===== config.mk =====
export PLATFORM = sky130hd
export DESIGN_NAME = alu_share_arbiter
export DESIGN_NICKNAME = d
export VERILOG_FILES = /design/src/rtl/alu_share_arbiter.sv
export SDC_FILE = /design/constraint.sdc
export NUM_CORES = 1
export LEC_CHECK = 0
export ABC_AREA = 1
export CAP_MARGIN = 10
export CORE_MARGIN = 1
export CORE_UTILIZATION = 40
export CTS_CLUSTER_SIZE = 10
export DETAILED_ROUTE_END_ITERATION = 8
export MAX_ROUTING_LAYER = met4
export PLACE_DENSITY = 0.82
export SLEW_MARGIN = 20
export SYNTH_ARGS = -nofsm -noshare
export SYNTH_HDL_FRONTEND = slang
export SYNTH_SLANG_ARGS = --single-unit

===== constraint.sdc =====
create_clock -name clk -period 8.7 [get_ports clk]
set_input_delay 2.61 -clock clk [delete_from_list [all_inputs] [get_ports clk]]
set_output_delay 2.61 -clock clk [all_outputs]
set_load 0.01 [all_outputs]

===== src/rtl/alu_share_arbiter.sv =====
// ---------------------------------------------------------------------------
// alu_share_arbiter
//
// Shares a single combinational ALU between two requesters. Each requester
// has a valid/ready request channel (function code + two operands) and a
// valid/ready response channel (result). Only one operation is in flight at
// a time, and it moves through three phases:
//
//   IDLE : pick a requester (round robin on ties) and capture its operands
//   EXEC : drive the captured operands to the ALU, register its result
//   RESP : present the registered result to the owner until it is consumed
//
// The operand registers sit in front of the ALU and the result register
// sits behind it. As a result, no requester combinational path ever reaches
// the shared ALU. An operation accepted in cycle N shows its result in
// cycle N+2. The next accept can happen no earlier than cycle N+3.
//
// Handshake semantics (all channels): a transfer happens on a rising clock
// edge where valid && ready are both high. A request source holds func/op1/op2
// stable while valid && !ready. reqN_ready is a combinational function of the
// request valids and internal registers and does not depend on reqN_func/op.
// While a response is offered, rspN_valid and rspN_data are held stable until
// rspN_ready is sampled high.
//
// Ports:
//   clk, rst                      clock, asynchronous active-high reset
//   req{0,1}_valid/ready          request handshake
//   req{0,1}_func/op1/op2         request payload
//   rsp{0,1}_valid/ready          response handshake
//   rsp{0,1}_data                 response payload (0 when not offered)
//   alu_func/op1/op2              to shared ALU (0 outside EXEC)
//   alu_result                    from shared ALU (combinational)
//   grant_cnt0/1                  saturating 16-bit grant counters
//                                 (only with ALU_ARB_STATS_EN defined)
//   dbg_state_o                   current FSM state (IDLE=0, EXEC=1, RESP=2)
//
// Build option: define ALU_ARB_STATS_EN to add the per-requester grant
// counters. Without it the block has no counters and no counter ports.
// ---------------------------------------------------------------------------
module alu_share_arbiter #(
    parameter int DATA_WIDTH = 32,
    parameter int FUNC_WIDTH = 4
) (
    input  logic                  clk,
    input  logic                  rst,

    input  logic                  req0_valid,
    output logic                  req0_ready,
    input  logic [FUNC_WIDTH-1:0] req0_func,
    input  logic [DATA_WIDTH-1:0] req0_op1,
    input  logic [DATA_WIDTH-1:0] req0_op2,
    output logic                  rsp0_valid,
    input  logic                  rsp0_ready,
    output logic [DATA_WIDTH-1:0] rsp0_data,

    input  logic                  req1_valid,
    output logic                  req1_ready,
    input  logic [FUNC_WIDTH-1:0] req1_func,
    input  logic [DATA_WIDTH-1:0] req1_op1,
    input  logic [DATA_WIDTH-1:0] req1_op2,
    output logic                  rsp1_valid,
    input  logic                  rsp1_ready,
    output logic [DATA_WIDTH-1:0] rsp1_data,

    output logic [FUNC_WIDTH-1:0] alu_func,
    output logic [DATA_WIDTH-1:0] alu_op1,
    output logic [DATA_WIDTH-1:0] alu_op2,
    input  logic [DATA_WIDTH-1:0] alu_result,

`ifdef ALU_ARB_STATS_EN
    output logic [15:0]           grant_cnt0,
    output logic [15:0]           grant_cnt1,
`endif

    output logic [1:0]            dbg_state_o
);

    typedef enum logic [1:0] {
        IDLE = 2'd0,
        EXEC = 2'd1,
        RESP = 2'd2
    } state_t;

    state_t                  state_q, state_d;
    logic                    owner_q, owner_d;
    logic                    last_grant_q, last_grant_d;
    logic [FUNC_WIDTH-1:0]   func_q, func_d;
    logic [DATA_WIDTH-1:0]   op1_q, op1_d;
    logic [DATA_WIDTH-1:0]   op2_q, op2_d;
    logic [DATA_WIDTH-1:0]   rsp_data_q, rsp_data_d;

    // Arbitration: a single valid requester wins outright. On a tie, the
    // requester that did not win last time wins. last_grant resets to 1, so
    // requester 0 wins the first tie after reset.
    logic any_valid;
    logic grant_sel;

    assign any_valid = req0_valid | req1_valid;
    assign grant_sel = (req0_valid && req1_valid) ? ~last_grant_q : req1_valid;

    // ------------------------------------------------------------------
    // State register
    // ------------------------------------------------------------------
    always_ff @(posedge clk or posedge rst) begin
        if (rst) begin
            state_q      <= IDLE;
            owner_q      <= 1'b0;
            last_grant_q <= 1'b1;
            func_q       <= '0;
            op1_q        <= '0;
            op2_q        <= '0;
            rsp_data_q   <= '0;
        end else begin
            state_q      <= state_d;
            owner_q      <= owner_d;
            last_grant_q <= last_grant_d;
            func_q       <= func_d;
            op1_q        <= op1_d;
            op2_q        <= op2_d;
            rsp_data_q   <= rsp_data_d;
        end
    end

    // ------------------------------------------------------------------
    // Next-state and output logic
    // ------------------------------------------------------------------
    always_comb begin
        state_d      = state_q;
        owner_d      = owner_q;
        last_grant_d = last_grant_q;
        func_d       = func_q;
        op1_d        = op1_q;
        op2_d        = op2_q;
        rsp_data_d   = rsp_data_q;

        req0_ready   = 1'b0;
        req1_ready   = 1'b0;
        rsp0_valid   = 1'b0;
        rsp1_valid   = 1'b0;
        rsp0_data    = '0;
        rsp1_data    = '0;
        alu_func     = '0;
        alu_op1      = '0;
        alu_op2      = '0;

        unique case (state_q)
            IDLE: begin
                // The ready signals are gated by rst. As a result, every
                // output reads 0 while reset is held, even if a requester
                // keeps valid high.
                if (any_valid && !rst) begin
                    req0_ready   = ~grant_sel;
                    req1_ready   = grant_sel;
                    owner_d      = grant_sel;
                    last_grant_d = grant_sel;
                    func_d       = grant_sel ? req1_func : req0_func;
                    op1_d        = grant_sel ? req1_op1  : req0_op1;
                    op2_d        = grant_sel ? req1_op2  : req0_op2;
                    state_d      = EXEC;
                end
            end

            EXEC: begin
                alu_func   = func_q;
                alu_op1    = op1_q;
                alu_op2    = op2_q;
                rsp_data_d = alu_result;
                state_d    = RESP;
            end

            RESP: begin
                if (owner_q == 1'b0) begin
                    rsp0_valid = 1'b1;
                    rsp0_data  = rsp_data_q;
                    if (rsp0_ready) begin
                        state_d = IDLE;
                    end
                end else begin
                    rsp1_valid = 1'b1;
                    rsp1_data  = rsp_data_q;
                    if (rsp1_ready) begin
                        state_d = IDLE;
                    end
                end
            end

            default: begin
                state_d = IDLE;
            end
        endcase
    end

    assign dbg_state_o = state_q;

`ifdef ALU_ARB_STATS_EN
    // ------------------------------------------------------------------
    // Grant statistics: each counter counts its requester's accepted
    // requests and holds at all-ones instead of wrapping.
    // ------------------------------------------------------------------
    logic [15:0] cnt0_q, cnt0_d;
    logic [15:0] cnt1_q, cnt1_d;

    always_comb begin
        cnt0_d = cnt0_q;
        cnt1_d = cnt1_q;
        if (req0_ready && cnt0_q != 16'hFFFF) begin
            cnt0_d = cnt0_q + 16'd1;
        end
        if (req1_ready && cnt1_q != 16'hFFFF) begin
            cnt1_d = cnt1_q + 16'd1;
        end
    end

    always_ff @(posedge clk or posedge rst) begin
        if (rst) begin
            cnt0_q <= '0;
            cnt1_q <= '0;
        end else begin
            cnt0_q <= cnt0_d;
            cnt1_q <= cnt1_d;
        end
    end

    assign grant_cnt0 = cnt0_q;
    assign grant_cnt1 = cnt1_q;
`endif

endmodule

==> out/qor.csv <==
metric,value,unit
status,completed,
tritoncts,built,
switching_share,0.383,
seq_area,2600,sq um
cp.required,6.09,ns
final_cell_mix,"347 x nand2_1, 310 x clkdlybuf4s50_1, 169 x nor2_1",
finClkSkew,0.00590,ns
finalSetupViolCount,0,
grt_pass1_wl,29400,um
coreArea,14000,sq um
place_area,8910,sq um
yosys_warnings,0,
avgSynthCellArea,6.51,sq um
synth-seq-cells,104,
ys_seq_area_frac,0.447,
postSynthCellCount,894,
die_w,123,um
power.net_switching,901,uW
slew_headroom,0.489,
final_common_cell,nand2_1,
rows,43,
via_per_inst,4.70,
cp-end-kind,output pin,
power,2350,uW
clk_pin_slew,0.06,ns
port_buffers,311,
cp.arrival,4.49,ns
grt.total_usage,0.262,
mappedNetlistArea,5820,sq um
firstDrtPassIters,6,
drt_iter0_markers,415,
antenna_left,0,
cts-root-buf,clkbuf_16,
grt_pass1_vias,5944,
fmax,141,MHz
place_congestion,0.808,
syn2layout_area_growth,58.6,%
grt_max_degree,78,
synth_top_cells_by_area,"dfrtp_1 44%, nand2_1 22%, nor2_1 11%, inv_1 6.7%, nand3_1 5.8%",
ios,312,
hold_depth,2,
ctsHoldBuffers,0,
finalHoldViolCount,0,
fin_nets,1341,
wl_per_cell,13.8,um
cts_buffers,9,
drc,0,
clock_path_buffers,2,
fin_hold_ws,0.478,ns
regToRegSetupSlack,6.70,ns
grt_setup_unrepaired,no,
yosys.area.top_type,dfrtp_1,
drive_gt1_frac,0.0324,
clock_latency,0.34,ns
p_leak,0.00471,uW
vias,6353,
p_int,1450,uW
die_height,123,um
nFillCells,1263,
tns,0,ns
worstSetupPathType,primary input to output pin,
r2r_end,rsp_data_q[24],
critPathLaunchType,primary input,
h-tree-depth,3,
critPathMaxFanout,48,
hold_path_end,op2_q[8],
vdd_drop_max,119,uV
pwr-share-clk,0.182,
finalCritPeriodShare,0.816,
stdcell_area,9230,sq um
synth_cell_types,17,
period_needed,7.10,ns
synth_fp_nets,1068,
reg2reg_from,dbg_state_o[1],
drv_cap,0,
n_antenna_cell,0,
grt_antenna_before_repair,0,
fp.dieArea,15000,sq um
drt_wl_total,18700,um
synth_top_area_frac,0.443,
tightest_slew,0.766,ns
min-delay-start,op2_q[8],
cts.repair.resized,0,
pwr-share-seq,0.345,
hold_path.class,flop to flop,
combPwrFrac,0.473,
hpwl,13300,um
multiInputGateArea,2510,sq um
finalMaxSlewViolations,0,
r2r_cells,5,
start_util,0.414,
cts_sinks,104,
power_density,255,nW/um^2
post_cts_buffers,0,
overflow,0,
-- state kept, by name, summed over array words and instances, names as in the netlist --
| signal | cells |
|---|---|
| dbg_state_o | 2 |
| func_q | 4 |
| last_grant_q | 1 |
| op1_q | 32 |
| op2_q | 32 |
| owner_q | 1 |
| rsp_data_q | 32 |
-- final cells by class --
type	instances	area share
Clock inverter	2	0.00380
Sequential cell	104	0.282
Multi-Input combinational cell	626	0.272
Tap cell	180	0.0244
Timing Repair Buffer	318	0.342
Clock buffer	14	0.0308
Inverter	108	0.0442
-- per-layer routing --
| layer | share of wire | vias up | GRT usage |
|---|---|---|---|
| met1 | 0.40 | 2910 | 0.291 |
| met3 | 0.066 | 25 | 0.0544 |
| li1 | - | 3184 | - |
| met5 | 0 | - | - |
| met2 | 0.52 | 234 | 0.465 |
| met4 | 0.021 | 0 | 0.0854 |
-- cells by family after synthesis --
| kind of cell | Yosys count | synth area share |
|---|---|---|
| AOI/OAI and AO/OA | 33 | 0.0284 |
| buffers and inverters | 164 | 0.122 |
| DFF | 104 | 0.447 |
| and+or+nand+nor | 593 | 0.402 |
-- cell usage after synthesis --
cell and number:
a21oi_1 32, o21ai_0 1, buf_2 33, clkbuf_1 10, nand2_1 348, nand3_1 68, inv_1 104, nor2_4 2
buf_6 2, nor2_2 3, buf_1 1, dfstp_2 1, nor2_1 169, dfrtp_1 103, nand2_2 3, buf_4 10
inv_2 4
-- worst max-delay path by stage --
stage	from	end	slack, ns	depth (start not counted)
global placement	rst	req1_ready	1.54	7
CTS	rst	req1_ready	1.52	7
floorplan	rst	req1_ready	0.37	6
detailed placement	rst	req1_ready	1.53	7
global route	rst	req1_ready	1.37	7
finish	rst	req1_ready	1.60	7
-- power by group through the flow --
stage / combinational, uW / sequential [uW] / clock [uW]
global route: 1250 / 837 / 456
finish: 1110 / 812 / 429
floorplan: 653 / 791 / 0
global placement: 1100 / 809 / 0
CTS: 1120 / 811 / 437
detailed placement: 1120 / 817 / 0
-- critical path, stage by stage --
cell             delay, ns
clkdlybuf4s50_1       0.46
inv_4                 0.44
nand2_1               0.18
nor2_4                0.11
nand2_1               0.10
inv_1                 0.06
clkdlybuf4s50_1       0.53
-- stage by stage --
| stage | setup slack [ns] | utilization | cells |
|---|---|---|---|
| after floorplan | 0.373 | - | 894 |
| after global placement | 1.54 | 0.635 | 1336 |
| after detailed placement | 1.53 | 0.635 | 1336 |
| after CTS | 1.52 | 0.657 | 1352 |
| after global routing | 1.37 | 0.657 | 1352 |
| final | 1.60 | 0.657 | 1352 |
Power figures use the tool's default switching activity.
